### src/rtl/avalon_board_io_slave.sv
// ============================================================================
// Module      : avalon_board_io_slave
// Description : Avalon-MM register slave that exposes DE2 board I/O.
//               ID/scratch registers, LED and 8-digit hex display registers,
//               synchronized switch/key inputs, key press-edge capture (W1C)
//               with a maskable level interrupt. Fixed read latency of one.
// Revision    : 1.0 - initial release
// ============================================================================
`default_nettype none

module avalon_board_io_slave #(
    parameter logic [31:0] ID_VALUE  = 32'hDE20_0001,
    parameter int          LED_WIDTH = 18,
    parameter int          SW_WIDTH  = 18,
    parameter int          KEY_WIDTH = 4
) (
    input  logic                 clk,
    input  logic                 rst,
    input  logic [2:0]           avs_address,
    input  logic                 avs_read,
    input  logic                 avs_write,
    input  logic [3:0]           avs_byteenable,
    input  logic [31:0]          avs_writedata,
    output logic [31:0]          avs_readdata,
    output logic                 avs_readdatavalid,
    input  logic [SW_WIDTH-1:0]  sw,
    input  logic [KEY_WIDTH-1:0] key,
    output logic [LED_WIDTH-1:0] led,
    output logic [31:0]          hex_digits,
    output logic                 irq
);

    // Word addresses of the register map
    localparam logic [2:0] c_ADDR_ID      = 3'd0;
    localparam logic [2:0] c_ADDR_SCRATCH = 3'd1;
    localparam logic [2:0] c_ADDR_LED     = 3'd2;
    localparam logic [2:0] c_ADDR_HEX     = 3'd3;
    localparam logic [2:0] c_ADDR_SW      = 3'd4;
    localparam logic [2:0] c_ADDR_KEY     = 3'd5;
    localparam logic [2:0] c_ADDR_EDGE    = 3'd6;
    localparam logic [2:0] c_ADDR_MASK    = 3'd7;

    localparam logic [1:0] c_BLANK_DONE   = 2'd3;

    // Synchronizers; keys are inverted before the first stage so that the
    // reset value of every stage means "not pressed".
    logic [SW_WIDTH-1:0]  r_sw_meta;
    logic [SW_WIDTH-1:0]  r_sw_sync;
    logic [KEY_WIDTH-1:0] r_key_meta;
    logic [KEY_WIDTH-1:0] r_key_sync;
    logic [KEY_WIDTH-1:0] r_key_prev;
    logic [1:0]           r_blank_cnt;

    // Software-visible registers
    logic [31:0]          r_scratch;
    logic [LED_WIDTH-1:0] r_led;
    logic [31:0]          r_hex;
    logic [KEY_WIDTH-1:0] r_edge;
    logic [KEY_WIDTH-1:0] r_mask;

    // Read response and interrupt
    logic [31:0]          r_readdata;
    logic                 r_readdatavalid;
    logic                 r_irq;

    // Combinational helpers
    logic [31:0]          w_be_mask;
    logic                 w_blank_done;
    logic [KEY_WIDTH-1:0] w_press;
    logic [KEY_WIDTH-1:0] w_edge_clr;
    logic                 w_wr_scratch;
    logic                 w_wr_led;
    logic                 w_wr_hex;
    logic                 w_wr_edge;
    logic                 w_wr_mask;
    logic [31:0]          w_rdata;

    assign w_be_mask = {{8{avs_byteenable[3]}}, {8{avs_byteenable[2]}},
                        {8{avs_byteenable[1]}}, {8{avs_byteenable[0]}}};

    assign w_wr_scratch = avs_write && (avs_address == c_ADDR_SCRATCH);
    assign w_wr_led     = avs_write && (avs_address == c_ADDR_LED);
    assign w_wr_hex     = avs_write && (avs_address == c_ADDR_HEX);
    assign w_wr_edge    = avs_write && (avs_address == c_ADDR_EDGE);
    assign w_wr_mask    = avs_write && (avs_address == c_ADDR_MASK);

    // A press is a 0->1 transition of the synchronized pressed level; it is
    // ignored while the post-reset blanking counter is still running so that
    // keys held through reset do not register as new presses.
    assign w_blank_done = (r_blank_cnt == c_BLANK_DONE);
    assign w_press      = r_key_sync & ~r_key_prev & {KEY_WIDTH{w_blank_done}};

    assign w_edge_clr   = w_wr_edge
                        ? (avs_writedata[KEY_WIDTH-1:0] & w_be_mask[KEY_WIDTH-1:0])
                        : '0;

    // Two-stage input synchronizers, edge-detect history stage and blanking counter
    always_ff @(posedge clk) begin
        if (rst) begin
            r_sw_meta   <= '0;
            r_sw_sync   <= '0;
            r_key_meta  <= '0;
            r_key_sync  <= '0;
            r_key_prev  <= '0;
            r_blank_cnt <= '0;
        end else begin
            r_sw_meta   <= sw;
            r_sw_sync   <= r_sw_meta;
            r_key_meta  <= ~key;
            r_key_sync  <= r_key_meta;
            r_key_prev  <= r_key_sync;
            if (!w_blank_done) begin
                r_blank_cnt <= r_blank_cnt + 2'd1;
            end
        end
    end

    // Byte-enabled register writes; a press edge wins over a W1C clear
    always_ff @(posedge clk) begin
        if (rst) begin
            r_scratch <= '0;
            r_led     <= '0;
            r_hex     <= '0;
            r_edge    <= '0;
            r_mask    <= '0;
        end else begin
            if (w_wr_scratch) begin
                r_scratch <= (r_scratch & ~w_be_mask) | (avs_writedata & w_be_mask);
            end
            if (w_wr_led) begin
                r_led <= (r_led & ~w_be_mask[LED_WIDTH-1:0])
                       | (avs_writedata[LED_WIDTH-1:0] & w_be_mask[LED_WIDTH-1:0]);
            end
            if (w_wr_hex) begin
                r_hex <= (r_hex & ~w_be_mask) | (avs_writedata & w_be_mask);
            end
            if (w_wr_mask) begin
                r_mask <= (r_mask & ~w_be_mask[KEY_WIDTH-1:0])
                        | (avs_writedata[KEY_WIDTH-1:0] & w_be_mask[KEY_WIDTH-1:0]);
            end
            r_edge <= (r_edge & ~w_edge_clr) | w_press;
        end
    end

    // Read mux over the current (pre-write) register contents
    always_comb begin
        w_rdata = '0;
        case (avs_address)
            c_ADDR_ID:      w_rdata = ID_VALUE;
            c_ADDR_SCRATCH: w_rdata = r_scratch;
            c_ADDR_LED:     w_rdata[LED_WIDTH-1:0] = r_led;
            c_ADDR_HEX:     w_rdata = r_hex;
            c_ADDR_SW:      w_rdata[SW_WIDTH-1:0]  = r_sw_sync;
            c_ADDR_KEY:     w_rdata[KEY_WIDTH-1:0] = r_key_sync;
            c_ADDR_EDGE:    w_rdata[KEY_WIDTH-1:0] = r_edge;
            c_ADDR_MASK:    w_rdata[KEY_WIDTH-1:0] = r_mask;
            default:        w_rdata = '0;
        endcase
    end

    // Latency-one read response; data holds between reads
    always_ff @(posedge clk) begin
        if (rst) begin
            r_readdata      <= '0;
            r_readdatavalid <= 1'b0;
        end else begin
            r_readdatavalid <= avs_read;
            if (avs_read) begin
                r_readdata <= w_rdata;
            end
        end
    end

    // Registered level interrupt from unmasked captured edges
    always_ff @(posedge clk) begin
        if (rst) begin
            r_irq <= 1'b0;
        end else begin
            r_irq <= |(r_edge & r_mask);
        end
    end

    assign avs_readdata      = r_readdata;
    assign avs_readdatavalid = r_readdatavalid;
    assign led               = r_led;
    assign hex_digits        = r_hex;
    assign irq               = r_irq;

endmodule

`default_nettype wire
### config.mk
export PLATFORM = sky130hd
export DESIGN_NAME = avalon_board_io_slave
export DESIGN_NICKNAME = d
export VERILOG_FILES = /design/src/rtl/avalon_board_io_slave.sv
export SDC_FILE = /design/constraint.sdc
export NUM_CORES = 1
export LEC_CHECK = 0
export ABC_AREA = 1
export CAP_MARGIN = 20
export CELL_PAD_IN_SITES_DETAIL_PLACEMENT = 0
export CELL_PAD_IN_SITES_GLOBAL_PLACEMENT = 1
export CORE_ASPECT_RATIO = 0.9
export CORE_MARGIN = 8
export CORE_UTILIZATION = 30
export DETAILED_ROUTE_END_ITERATION = 10
export GPL_TIMING_DRIVEN = 0
export PLACE_DENSITY_LB_ADDON = 0.1
export SYNTH_ARGS = -nofsm -noshare
export SYNTH_HDL_FRONTEND = slang
export SYNTH_SLANG_ARGS = --single-unit
### constraint.sdc
create_clock -name clk -period 1.28 [get_ports clk]
set_input_delay 0.32 -clock clk [delete_from_list [all_inputs] [get_ports clk]]
set_output_delay 0.32 -clock clk [all_outputs]
set_load 0.1 [all_outputs]
* Word-level counts from Yosys, hierarchy flattened
Index checks and enable logic that the tools add are counted.
** Storage, ports and cells
- Word-level logic and storage cells :: 56
- Register bits :: 174
** Operators by class
- Add/subtract/negate cells :: 1
- Muxes and demuxes :: 4
- Reduce and logical (&&, ||, !) cells :: 7
- Bitwise logic cells :: 22
- Equality and inequality tests :: 8
** Operators with widths (count)
- $and 32x32->32 :: 3
- $or 32x32->32 :: 2
- $pmux 14 s4 :: 1
- $pmux 14 s3 :: 1
- $and 18x18->18 :: 2
- $not 32->32 :: 1
- $pmux 4 s8 :: 1
- $and 4x4->4 :: 6
- $not 18->18 :: 1
- $or 18x18->18 :: 1
- $not 4->4 :: 4
- $eq 3x3->1 const B :: 4
- $or 4x4->4 :: 2
- $eq 3x2->1 const B :: 2
- $logic_and 1x1->1 :: 5
- $mux 4 :: 1
- $reduce_or 4->1 :: 1
- $eq 3x1->1 const B :: 1
- $logic_not 3->1 :: 1
- $add 2x1->2 const B :: 1
- $eq 2x2->1 const B :: 1

* Depth between registers and ports, before layout
Gate-level depths: netlist of run 1.
- Depth in word-level cells :: 6
- Depth in mapped cells :: 10
- Depth with buffers taken out :: 7

* Worst setup path before layout of run 1
No wires, ideal clock.
- Path kind :: register to register
- Start :: register with a tool-made name
- End :: register r_readdata[2], in the netlist avs_readdata[2]
- Cell stages (with the launch flop) :: 7
- Setup time :: 0.070 ns
- Required time :: 1.210 ns
- Clock period less this slack :: 1.499 ns
- Buffers on the path :: 0
- Data arrival time :: 1.429 ns
- Path slack :: -0.219 ns
- Cells stage by stage :: dfxtp_1 -> nand4_1 -> nand2_1 -> nor2_1 -> nand2_1 -> nand2_1 -> a21oi_1
** RTL lines
- end signal: assignment :: RTL line 169 : r_readdata <= w_rdata;
- end: declaration :: RTL line 62 : logic [31:0] r_readdata;

==> qor.yml, run 1 <==
detailed_routing:
  avgViaCountPerCell: 4.54
  dr.pass1.iters: 5
  drc_errors: 0
  met1_length_um: 11700
  ant_nets: 0
  wl_met3_um: 1340
  wl_um: 23900
  dr_total_vias: 6422
  wl_per_cell_um: 16.9
  topRoutingLayerUsed: "met4"
  drt-initial-drc-count: 412
  met2_wirelength_um: 10800
synth:
  synth_compound_area_frac: 0.148
  syn-mean-instance-area_um2: 7.53
  synth_top_family_by_area: "simple AND/OR/NAND/NOR gates"
  synthMuxAreaShare: 0
  synth_seq_cells: 174
  synth_edf_count: 0
  synthAdderAreaFrac: 0.00186
  netlist_instances: 894
  ys_warn_count: 0
  synth_area_mm2: 0.00673
  synth.distinct_cells: 25
  async_flop_share: 0
  synth-xor-area-share: 0
  yosys.area_share.simple: 0.240
  synthFlopType: "dfxtp_1"
  syn-num-nets: 960
  seq_area_frac_synth: 0.518
hold_path:
  hold_start: "avs_byteenable[2]"
  hp-class: "input pin to flop"
  holdPathStages: 3
cells_and_area:
  syn2layout_area_growth_pct: 57.7
  antennaDiodeCount: 0
  ff_latch_area_mm2: 0.00365
  layout.nets: 1170
  fill_cells: 2243
  multi_input_area_mm2: 0.00267
  drive_gt1_frac: 0.273
  final_core_util: 0.477
floorplanning:
  die-area_mm2: 0.0275
  die_h_um: 158
  start_util: 0.302
  core_area_mm2: 0.0223
  boundaryPins: 149
  rows: 52
  die_w_um: 174
global_route:
  track_usage: 0.172
  grt-ovfl-total: 0
  grt_pass1_vias: 6387
  grt_max_degree: 19
  grt_pass1_wl_um: 36500
  grt_antenna_before_repair: 0
power_and_ir_drop:
  internal_power_mw: 9.10
  netSwitchingFraction: 0.278
  power_frac_comb: 0.113
  total_power_mw: 12.6
  p_switching_mw: 3.51
  p_seq_frac: 0.444
  p_leak_nw: 4.21
  p_per_area_mw_per_mm2: 1190
  p_clk_frac: 0.443
  ir_drop_mv: 0.690
clocking:
  cts_buffer_depth: 2
  clk_latency_ns: 0.43
  clock-sinks: 174
  htree_levels: 4
  clkTransAtPathRegs_ns: 0.08
  cts_hold_buf: 0
  cts_tree: "yes"
  cts_buffers: 17
  root_buffer: "clkbuf_16"
timing:
  final-hold-violation-count: 0
  layout_min_cycle_time_ns: 1.30
  final_max_slew_viol_count: 0
  setup_tns_ns: -0.414
  finalSetupViolCount: 56
  setup_ws_ns: -0.0237
  skew_ns: 0.0129
  rsz0062_at_grt: "true"
  post-route-period-util: 1.02
  worst_pin_slew_ns: 0.729
  fmax_mhz: 767
  relSlewSlack: 0.514
setup_path:
  rr_endpoint: "avs_readdata[4]"
  path_delay_family: "flip-flops"
  critPathKind: "flop to output pin"
  rr_worst_depth: 4
  worst-path-max-fanout: 2
  crit_slowest_cell: "dfxtp_4"
  cp-start-kind: "flop"
  worstPathCellList: "buf_12"
  required_ns: 0.96
  critPathCaptureType: "output pin"
  crit_buf_inv: 1
  max_stage_delay_ns: 0.38
  reg2reg_setup_slack_ns: 0.19
  arrival_ns: 0.98
placement:
  globalplace.congestion: 0.787
  portBuffers: 141
  hpwl_um: 17200
  place_ws_ns: -1.12
outcome:
  outcome: "finished, violations left"
  violations: "negative setup slack"
job:
  max_cap_violations: 0
==> layout make-up <==
cell class | instances | share of cell area
well taps | 297 | 0.0350
inverters | 92 | 0.0340
clock inverters | 14 | 0.0183
multi-input cells | 577 | 0.251
repair buffers | 190 | 0.246
clock buffers | 18 | 0.0414
flip-flops and latches | 174 | 0.344
plain buffers | 52 | 0.0296
==> tightest hold or removal path, stage by stage <==
cell	delay, ns
buf_2	0.15
nand3_1	0.09
a21oi_1	0.06
==> power by group through the flow <==
stage / sequential (mW) / clock, mW / combinational [mW]
finish: 5.60 / 5.59 / 1.43
global route: 5.62 / 5.92 / 1.53
CTS: 5.61 / 5.68 / 1.41
detailed placement: 5.75 / 0 / 1.27
global placement: 5.75 / 0 / 1.28
floorplan: 6.06 / 0 / 0.437
==> how the worst max path moves through the flow <==
stage	end	slack (ns)	cells past startpoint
after floorplan	avs_readdata[15]	0.004	10
after global placement	avs_readdata[6]	-1.13	7
after detailed placement	avs_readdata[6]	-1.12	7
after CTS	led[0]	-0.04	1
after global routing	avs_readdata[25]	-0.06	1
final	led[8]	-0.02	1
==> layout by cell type, fill, tap and decap left out, types with 6 or more instances in the layout <==
cell,netlist,layout
o22ai_1,7,7
clkdlybuf4s50_1,0,54
inv_1,86,85
o21ai_1,17,25
nand3_1,54,54
nor2_4,3,6
clkbuf_16,0,17
o21ai_0,66,56
buf_12,0,84
nand4_1,18,18
dfxtp_1,174,90
buf_4,2,55
nand2_1,192,189
buf_2,13,9
dfxtp_4,0,25
clkbuf_1,26,19
dfxtp_2,0,59
buf_6,6,7
nor2_1,103,103
a21oi_1,105,105
clkbuf_2,0,6
inv_8,0,6
==> timing repair <==
item / in CTS / in global routing
cloned: 0 / 1
setup endpoints to repair: 246 / 145
pin swaps: 2 / 3
gates resized for setup: 833 / 38
buffers inserted: 39 / 10
==> cell families (layout without fill, tap and decap cells) <==
family | Yosys count | count (layout)
adder cells (fa/ha/maj) | 1 | 1
buffers and inverters | 144 | 366
flip-flops | 174 | 174
AO/OA/AOI/OAI | 196 | 196
AND/OR/NAND/NOR | 379 | 380
==> cells in the mapped netlist, types with 6 or more instances <==
cell / count / area share
buf_6: 6 / 0.010
clkbuf_1: 26 / 0.015
dfxtp_1: 174 / 0.52
o21ai_0: 66 / 0.049
nand4_1: 18 / 0.017
inv_1: 86 / 0.048
nand2_1: 192 / 0.11
nand3_1: 54 / 0.040
o21ai_1: 17 / 0.013
buf_2: 13 / 0.0097
a21oi_1: 105 / 0.078
nor2_1: 103 / 0.057
o22ai_1: 7 / 0.0065
==> stage by stage <==
stage          cell area [um^2]  hold slack, ns  std cells
3_5_place_dp               8580           0.392       1332
6_report                  10600           0.242       1414
4_1_cts                   10500           0.224       1403
5_1_grt                   10600           0.235       1414
3_3_place_gp               8580           0.390       1332
2_1_floorplan              6800           0.388        894
==> metal layers <==
layer | up-vias | GRT usage
li1 | 3309 | -
met1 | 2940 | 0.231
met2 | 165 | 0.271
met3 | 8 | 0.0503
met4 | 0 | 0.0370
met5 | - | 0
No activity file was read; power rests on OpenSTA's default activity.
==> inputs of run 2 (changes only) <==
Settings changed: CELL_PAD_IN_SITES_DETAIL_PLACEMENT 0 to 1, CTS_BUF_LIST set to sky130_fd_sc_hd__clkbuf_8.
==> run 2 against run 1 <==
  * The flow still finishes with violations (negative setup slack)
  * Utilization shrank 1.7 points
  * Combinational power about the same
  * Sequential power hardly changed
  * Flip-flop and latch count stayed put
  * Clock-buffer cell count decreased by 1
  * Non-clock buffer count decreased by 11
  * Cell area shrank 3.5%
  * Hold slack worse by 0.028 ns
  * Fmax decreased by 4.4%
  * Clock skew increased by 0.0099 ns
  * Sequential share of layout area is 1.2 points higher
  * Critical endpoint is now avs_readdata[7]
==> qor.yml, run 2 (synthesized netlist as in run 1, its figures left out) <==
outcome:
  outcome: "finished, violations left"
  violations: "negative setup slack"
setup_path:
  reg2reg_setup_slack_ns: 0.09  # -0.10 ns
  max_stage_delay_ns: 0.38  # about the same
  worstPathCellList: "buf_12"
  crit_slowest_cell: "dfxtp_2"
  critPathCaptureType: "output pin"
  arrival_ns: 1.04  # +0.06 ns
  crit_end: "avs_readdata[7]"
  path_delay_family: "flip-flops"
  cp-start-kind: "flop"
  critPathKind: "flop to output pin"
  critical_path_depth: 1  # unchanged
  rr_worst_depth: 4  # unchanged
  worst-path-max-fanout: 2  # unchanged
  crit_buf_inv: 1  # unchanged
  required_ns: 0.96  # about the same
  rr_endpoint: "avs_readdata[4]"
  crit_start: "avs_readdata[7]"
timing:
  final-hold-violation-count: 0  # unchanged
  layout_min_cycle_time_ns: 1.36  # +0.0602 ns
  worst_pin_slew_ns: 0.713  # -0.0161 ns
  post-route-period-util: 1.07  # +0.0471
  setup_tns_ns: -5.10  # -4.68 ns
  fmax_mhz: 733  # -4.4%
  relSlewSlack: 0.525  # +0.0107
  whs_ns: 0.214  # -0.0282 ns
  final_max_slew_viol_count: 0  # unchanged
  rsz0062_at_grt: "true"
  skew_ns: 0.0227  # +0.00986 ns
  finalSetupViolCount: 84  # +50%
  setup_ws_ns: -0.0840  # -0.0602 ns
clocking:
  cts_tree: "yes"
  cts_hold_buf: 0  # unchanged
  root_buffer: "clkbuf_8"
  clock-sinks: 174  # unchanged
  cts_buffers: 17  # unchanged
  clk_latency_ns: 0.48  # +0.05 ns
  htree_levels: 4  # unchanged
  clkTransAtPathRegs_ns: 0.11  # +0.03 ns
  cts_buffer_depth: 2  # unchanged
global_route:
  grt_pass1_vias: 6851  # +7.3%
  track_usage: 0.181  # +0.00876
  grt_max_degree: 18  # -1
  grt_antenna_before_repair: 0  # unchanged
  grt_pass1_wl_um: 38300  # +4.9%
  grt-ovfl-total: 0  # unchanged
cells_and_area:
  fill_cells: 2665  # +19%
  layout_commonest_cell: "nand2_1"
  syn2layout_area_growth_pct: 52.2
  layout.nets: 1158  # -1.0%
  multi_input_area_mm2: 0.00265  # -0.47%
  stdcell_count: 1402  # -0.85%
  fin_area_mm2: 0.0102  # -3.5%
  antennaDiodeCount: 0  # unchanged
  layout_common_cells: "nand2_1 (188), a21oi_1 (105), nor2_1 (103)"
  ff_latch_area_mm2: 0.00365  # unchanged
  drive_gt1_frac: 0.261  # -0.0124
  final_core_util: 0.460  # -0.0166
floorplanning:
  die_h_um: 158  # unchanged
  rows: 52  # unchanged
  core_area_mm2: 0.0223  # unchanged
  start_util: 0.302  # unchanged
  die_w_um: 174  # unchanged
  die-area_mm2: 0.0275  # unchanged
  boundaryPins: 149  # unchanged
detailed_routing:
  drt-initial-drc-count: 302  # -27%
  avgViaCountPerCell: 4.64  # +2.1%
  wl_per_cell_um: 17.7  # +4.6%
  dr_total_vias: 6500  # +1.2%
  ant_nets: 0  # unchanged
  dr.pass1.iters: 4  # -1
  wl_um: 24800  # +3.7%
  drc_errors: 0  # unchanged
power_and_ir_drop:
  p_per_area_mw_per_mm2: 1050  # -12%
  p_leak_nw: 4.01  # -4.8%
  ir_drop_mv: 0.530  # -23%
  total_power_mw: 10.7  # -15%
placement:
  hpwl_um: 18000  # +4.9%
  place_ws_ns: -1.12  # -0.00465 ns
  placedCellCount: 1332  # unchanged
  globalplace.congestion: 0.787  # unchanged
  portBuffers: 141  # unchanged
  dpl_cell_area_mm2: 0.00858  # unchanged
hold_path:
  hp-class: "input pin to flop"
job:
  max_cap_violations: 0  # unchanged
==> run 2: power breakdown <==
| group | total [mW] | internal, mW | leakage (nW) | switching [mW] |
|---|---|---|---|---|
| Clock | 3.69 | 1.41 | 0.188 | 2.28 |
| Sequential | 5.61 | 5.52 | 1.46 | 0.0881 |
| Combinational | 1.42 | 0.519 | 2.36 | 0.902 |
==> run 2: how the worst min path moves through the flow <==
stage | startpoint | to | slack [ns] | depth (start not counted)
6_report | avs_byteenable[2] | flop | 0.21 | 3
5_1_grt | avs_byteenable[2] | flop | 0.21 | 3
4_1_cts | avs_byteenable[2] | flop | 0.17 | 3
3_5_place_dp | r_sw_meta[9] | r_sw_sync[9] | 0.40 | 2
3_3_place_gp | r_sw_meta[5] | r_sw_sync[5] | 0.39 | 2
2_1_floorplan | r_key_meta[0] | r_key_sync[0] | 0.39 | 2
==> run 2: routing by layer <==
metal | track usage | part of all wire
met1 | 0.232 | 0.48
met2 | 0.299 | 0.46
met3 | 0.0432 | 0.045
met4 | 0.0553 | 0.012
met5 | 0 | 0
==> run 2: final cells by class <==
cell class                 instances  share of cell area
sequential                       174               0.357
timing repair buffer             179               0.248
tap                              297              0.0363
clock buffer                      17              0.0228
clock inverter                    15              0.0120
inverter                          92              0.0356
buffer                            52              0.0301
multi-input combinational        576               0.259
==> run 2: worst register-to-register path, delay by kind of cell (launching register included) <==
family | cells | cell delay [ns]
AO/OA/AOI/OAI | 3 | 0.68
flip-flops | 1 | 0.37
buffers and inverters | 1 | 0.06
==> run 2: timing repair <==
item	CTS	global route
resized for setup	825	34
setup buffers	32	6
endpoints found under the setup margin	236	107
pin swaps	1	2
